[src/rtl/otter_crypto_pkg.sv]
`default_nettype none
// ============================================================================
// Module   : otter_crypto_pkg
// Brief    : Shared types and constants for the OTTER crypto sequencer.
// Revision : 1.0 - initial release
// ============================================================================

package otter_crypto_pkg;

    typedef enum logic [1:0] {
        ST_IDLE  = 2'd0,
        ST_LOAD  = 2'd1,
        ST_ROUND = 2'd2,
        ST_WRITE = 2'd3
    } cseq_state_e;

    localparam logic [6:0] c_OPCODE_ENCRY = 7'b0011100;
    localparam int         c_KEY_SEL_W    = 2;

endpackage : otter_crypto_pkg

`default_nettype wire

[src/rtl/crypto_round_counter.sv]
`default_nettype none
// ============================================================================
// Module   : crypto_round_counter
// Brief    : Loadable up/down round counter with terminal-index detection.
// Revision : 1.0 - initial release
// ============================================================================

module crypto_round_counter #(
    parameter int ROUNDS = 32,
    parameter int CNT_W  = (ROUNDS > 1) ? $clog2(ROUNDS) : 1
) (
    input  logic             clk,
    input  logic             rst_n,
    input  logic             i_clr,
    input  logic             i_load,
    input  logic [CNT_W-1:0] i_load_val,
    input  logic             i_en,
    input  logic             i_dir_down,
    output logic [CNT_W-1:0] o_count,
    output logic             o_terminal
);

    localparam logic [CNT_W-1:0] c_LAST = CNT_W'(ROUNDS - 1);

    logic [CNT_W-1:0] r_count;
    logic             w_terminal;

    assign w_terminal = i_dir_down ? (r_count == '0) : (r_count == c_LAST);

    // Terminal check gates the step, so the count never wraps past either end.
    always_ff @(posedge clk or negedge rst_n) begin
        if (!rst_n) begin
            r_count <= '0;
        end else if (i_clr) begin
            r_count <= '0;
        end else if (i_load) begin
            r_count <= i_load_val;
        end else if (i_en && !w_terminal) begin
            if (i_dir_down) begin
                r_count <= r_count - CNT_W'(1);
            end else begin
                r_count <= r_count + CNT_W'(1);
            end
        end
    end

    assign o_count    = r_count;
    assign o_terminal = w_terminal;

endmodule : crypto_round_counter

`default_nettype wire

[src/rtl/otter_crypto_sequencer.sv]
`default_nettype none
// ============================================================================
// Module   : otter_crypto_sequencer
// Brief    : ENCRY multi-cycle controller: load, ROUNDS rounds, write-back.
// Revision : 1.0 - initial release
// ============================================================================

module otter_crypto_sequencer
    import otter_crypto_pkg::*;
#(
    parameter int ROUNDS = 32,
    parameter int CNT_W  = (ROUNDS > 1) ? $clog2(ROUNDS) : 1
) (
    input  logic                   CSEQ_CLK,
    input  logic                   CSEQ_RESET_N,
    input  logic                   CSEQ_START,
    input  logic                   CSEQ_DECRYPT,
    input  logic                   CSEQ_ABORT,
    output logic                   CSEQ_LOAD_EN,
    output logic                   CSEQ_ROUND_EN,
    output logic [CNT_W-1:0]       CSEQ_ROUND_IDX,
    output logic [c_KEY_SEL_W-1:0] CSEQ_KEY_SEL,
    output logic                   CSEQ_RESULT_WE,
    output logic                   CSEQ_BUSY,
    output logic                   CSEQ_STALL,
    output logic                   CSEQ_DONE
);

    localparam logic [CNT_W-1:0] c_LAST = CNT_W'(ROUNDS - 1);

    cseq_state_e      r_state;
    cseq_state_e      w_next_state;
    logic             r_dec;
    logic             w_accept;
    logic [CNT_W-1:0] w_count;
    logic             w_terminal;
    logic [CNT_W-1:0] w_load_val;

    assign w_accept   = (r_state == ST_IDLE) && CSEQ_START && !CSEQ_ABORT;
    assign w_load_val = r_dec ? c_LAST : '0;

    always_ff @(posedge CSEQ_CLK or negedge CSEQ_RESET_N) begin
        if (!CSEQ_RESET_N) begin
            r_state <= ST_IDLE;
        end else begin
            r_state <= w_next_state;
        end
    end

    always_comb begin
        w_next_state = r_state;
        if (CSEQ_ABORT) begin
            w_next_state = ST_IDLE;
        end else begin
            case (r_state)
                ST_IDLE:  w_next_state = CSEQ_START ? ST_LOAD : ST_IDLE;
                ST_LOAD:  w_next_state = ST_ROUND;
                ST_ROUND: w_next_state = w_terminal ? ST_WRITE : ST_ROUND;
                ST_WRITE: w_next_state = ST_IDLE;
                default:  w_next_state = ST_IDLE;
            endcase
        end
    end

    // Direction is frozen at accept so later DECRYPT toggles cannot disturb a job.
    always_ff @(posedge CSEQ_CLK or negedge CSEQ_RESET_N) begin
        if (!CSEQ_RESET_N) begin
            r_dec <= 1'b0;
        end else if (CSEQ_ABORT) begin
            r_dec <= 1'b0;
        end else if (w_accept) begin
            r_dec <= CSEQ_DECRYPT;
        end
    end

    crypto_round_counter #(
        .ROUNDS (ROUNDS),
        .CNT_W  (CNT_W)
    ) u_round_counter (
        .clk        (CSEQ_CLK),
        .rst_n      (CSEQ_RESET_N),
        .i_clr      (CSEQ_ABORT),
        .i_load     (r_state == ST_LOAD),
        .i_load_val (w_load_val),
        .i_en       (r_state == ST_ROUND),
        .i_dir_down (r_dec),
        .o_count    (w_count),
        .o_terminal (w_terminal)
    );

    // STALL follows START combinationally in IDLE so the PC holds on the accept cycle.
    always_comb begin
        CSEQ_LOAD_EN   = (r_state == ST_LOAD);
        CSEQ_ROUND_EN  = (r_state == ST_ROUND);
        CSEQ_ROUND_IDX = (r_state == ST_ROUND) ? w_count : '0;
        CSEQ_RESULT_WE = (r_state == ST_WRITE);
        CSEQ_DONE      = (r_state == ST_WRITE);
        CSEQ_BUSY      = (r_state != ST_IDLE);
        CSEQ_STALL     = (r_state == ST_LOAD) || (r_state == ST_ROUND) ||
                         (w_accept && CSEQ_RESET_N);
    end

    generate
        if (CNT_W >= c_KEY_SEL_W) begin : g_keysel_wide
            assign CSEQ_KEY_SEL = CSEQ_ROUND_IDX[c_KEY_SEL_W-1:0];
        end else begin : g_keysel_narrow
            assign CSEQ_KEY_SEL = {{(c_KEY_SEL_W-CNT_W){1'b0}}, CSEQ_ROUND_IDX};
        end
    endgenerate

endmodule : otter_crypto_sequencer

`default_nettype wire

[config.mk]
export PLATFORM = sky130hd
export DESIGN_NAME = otter_crypto_sequencer
export DESIGN_NICKNAME = d
export VERILOG_FILES = /design/src/rtl/otter_crypto_pkg.sv /design/src/rtl/crypto_round_counter.sv /design/src/rtl/otter_crypto_sequencer.sv
export SDC_FILE = /design/constraint.sdc
export NUM_CORES = 1
export LEC_CHECK = 0
export CORE_ASPECT_RATIO = 0.6
export CORE_UTILIZATION = 30
export CTS_CLUSTER_DIAMETER = 150
export DETAILED_ROUTE_END_ITERATION = 12
export PLACE_DENSITY = 0.61
export REMOVE_ABC_BUFFERS = 1
export SLEW_MARGIN = 40
export SYNTH_ARGS = -nofsm -noshare
export SYNTH_HDL_FRONTEND = slang
export SYNTH_HIERARCHICAL = 1
export SYNTH_SLANG_ARGS = --single-unit
[constraint.sdc]
create_clock -name CSEQ_CLK -period 1.8 [get_ports CSEQ_CLK]
set_input_delay 0.27 -clock CSEQ_CLK [delete_from_list [all_inputs] [get_ports CSEQ_CLK]]
set_output_delay 0.27 -clock CSEQ_CLK [all_outputs]
set_load 0.005 [all_outputs]
==> metrics.yaml, run 1 <==
p_sw_w: 0.000266
maxSlewViolCount: 0
syn_avg_cell_area_um2: 9.81
via_count: 625
slew_headroom_pct: 83.8
routedWlPerCell_um: 12.9
startpoint_type: "flop"
endpoint: "CSEQ_STALL"
ys_seq_elements: 8
grt_start_max_net_pins: 11
die_w_um: 65.9
power_density_nw_per_um2: 742
r2r_setup_slack_ns: 0.07
p_sw_share_pct: 32.8
status: "completed"
yosys.area_share.adder_pct: 16.3
setup_viol: 0
synthArstFlopShare_pct: 100
fmax_mhz: 573
tightest_slew_ns: 0.243
crit_type: "reg -> out"
hold_path.class: "in -> async"
clock_power_share_pct: 26.8
drc: 0
mostFrequentLayoutCell: "buf_4"
grt.overflow.total: 0
drive_gt1_share_pct: 27.9
vias_per_cell: 4.66
cts_made_buffers: 3
period_needed_ns: 1.75
synthCells: 75
p_leak_nw: 0.611
r2r-start: "u_round_counter/o_count[2]"
synth_cell_types: 29
h-tree-depth: 1
grt_pass1_wl_mm: 2.77
ant_nets: 0
ys_seq_area_share_pct: 27.2
p_int_w: 0.000545
cts_tree: "done"
ys.flop_type: "dfrtp_1"
grtUsageTotal_pct: 14.8
place_congestion: 0.829
antenna_found_initial: 0
synth_top_family_by_area: "simple AND/OR/NAND/NOR gates"
seqPwrFrac_pct: 30.8
die_height_um: 40.4
dp.final_hpwl_mm: 1.31
comb_power_share_pct: 42.4
cp_max_fo: 3
cp-startpoint: "r_state[0]"
insertion_delay_ns: 0.23
root_buffer: "clkbuf_8"
clock_skew_ns: 0.00266
synth-edff-count: 0
antenna_cells: 0
finalCritPeriodShare_pct: 97.0
drv_cap: 0
mostFrequentLayoutCells: "buf_4, clkdlybuf4s50_1, dfrtp_1"
area_growth_pct: 48.6
fin_area_um2: 1090
crit_arrival_ns: 1.48
drtPass1Iterations: 3
r2r_cells: 4
ios: 18
die_area_um2: 2660
worstReg2RegEnd: "u_round_counter/o_count[2]"
hold_viol: 0
syn-cell-area_um2: 736
drtIter0Drc: 35
worst_hold_slack_ns: 0.354
required_ns: 1.53
cts_buffer_depth: 2
cts_sinks: 8
irDropWorstVdd_uv: 272
end_kind: "output pin"
fp-row-count: 13
initial_utilization_pct: 32.8
totalWireLength_mm: 1.73
portBuffers: 17
grt_pass1_vias: 562
nets: 120
yosys_warnings: 6
synthMuxAreaShare_pct: 8.84
yosys.area_share.simple_pct: 19.4
synth_compound_area_share_pct: 17.0
clk_pin_slew_ns: 0.04
synth-xor-area-share_pct: 3.57
design.core.area_um2: 2240
place_area_um2: 973
hold_buffers: 0
==> power groups by stage <==
stage / Sequential [W] / Clock, W / Combinational, W
2_1_floorplan: 0.000246 / 0 / 0.000204
3_3_place_gp: 0.000249 / 0 / 0.000321
3_5_place_dp: 0.000251 / 0 / 0.000323
4_1_cts: 0.000248 / 0.000222 / 0.000337
5_1_grt: 0.000254 / 0.000238 / 0.000383
6_report: 0.000249 / 0.000218 / 0.000344
==> routing by layer <==
layer	wire (µm)	vias to the layer above	track usage (%)
met4	15	0	7.45
met3	103	2	3.41
met2	656	17	19.6
met5	0	-	0
li1	-	322	-
met1	956	284	21.8
==> cell type report <==
class	count	area, µm²
Fill cell	209	1150
Timing Repair Buffer	30	280
Clock buffer	3	41.3
Tap cell	30	37.5
Inverter	7	26.3
Sequential cell	8	201
Multi-Input combinational cell	56	507
==> timing repair <==
| action | 4_1_cts | 5_1_grt |
|---|---|---|
| gates resized for setup | 8 | 8 |
| pin swaps | 1 | 1 |
| endpoints found under the setup margin | 10 | 9 |
| buffers inserted | 3 | 2 |
==> kinds of logic (layout without fill, tap and decap cells) <==
kind of cell | count (synthesis) | after routing
AND/OR/NAND/NOR | 24 | 24
AO/OA/AOI/OAI | 15 | 15
buffers and inverters | 11 | 40
adder cells (fa/ha/maj) | 9 | 9
flip-flops | 8 | 8
multiplexers | 5 | 5
XOR/XNOR | 3 | 3
==> sequential cells by signal, indices dropped and copies added (netlist names) <==
name                     cells
r_dec                        1
u_round_counter/o_count      5
r_state                      2
==> worst max-delay path: stages (launching register included) <==
cell and delay (ns):
dfrtp_1 0.39, inv_2 0.11, ha_2 0.29, a41o_1 0.20, dlygate4sd2_1 0.26
==> stage by stage <==
stage	total power (W)	setup TNS [ns]	utilization [%]	setup WS (ns)	cells
4_1_cts	0.000807	0	46.9	0.00233	132
3_3_place_gp	0.000570	0	43.4	0.0673	126
3_5_place_dp	0.000574	0	43.4	0.0668	126
2_1_floorplan	0.000450	0	-	0.0802	71
5_1_grt	0.000874	-0.000961	48.7	-0.000961	134
6_report	0.000811	0	48.7	0.0534	134
==> how the worst min path moves through the flow <==
stage / endpoint / slack [ns] / depth (start not counted)
after floorplan: r_dec / -0.03 / 0
after global placement: u_round_counter/o_count[4] / 0.60 / 2
after detailed placement: u_round_counter/o_count[3] / 0.60 / 2
after CTS: u_round_counter/o_count[3] / 0.36 / 2
after global routing: u_round_counter/o_count[3] / 0.37 / 2
final: r_state[1] / 0.35 / 2
==> cell usage after synthesis, drive strengths merged, types with 2 or more instances <==
master | instances | area (µm²)
dfrtp | 8 | 200
ha | 8 | 100
a21oi | 7 | 38.8
inv | 7 | 26.3
and2 | 5 | 31.3
nand2 | 5 | 26.3
buf | 4 | 30.0
mux2 | 3 | 45.0
nand3 | 3 | 15.0
nor2 | 3 | 11.3
xor2 | 3 | 26.3
mux2i | 2 | 20.0
nand4 | 2 | 12.5
or2b | 2 | 15.0
No activity file was read; power rests on OpenSTA's default activity.
==> inputs of run 2 (changes only) <==
GPL_ROUTABILITY_DRIVEN = 0   (was default)
==> results of run 2 <==
No change in the layout: final DEF, timing and power equal those of run 1.
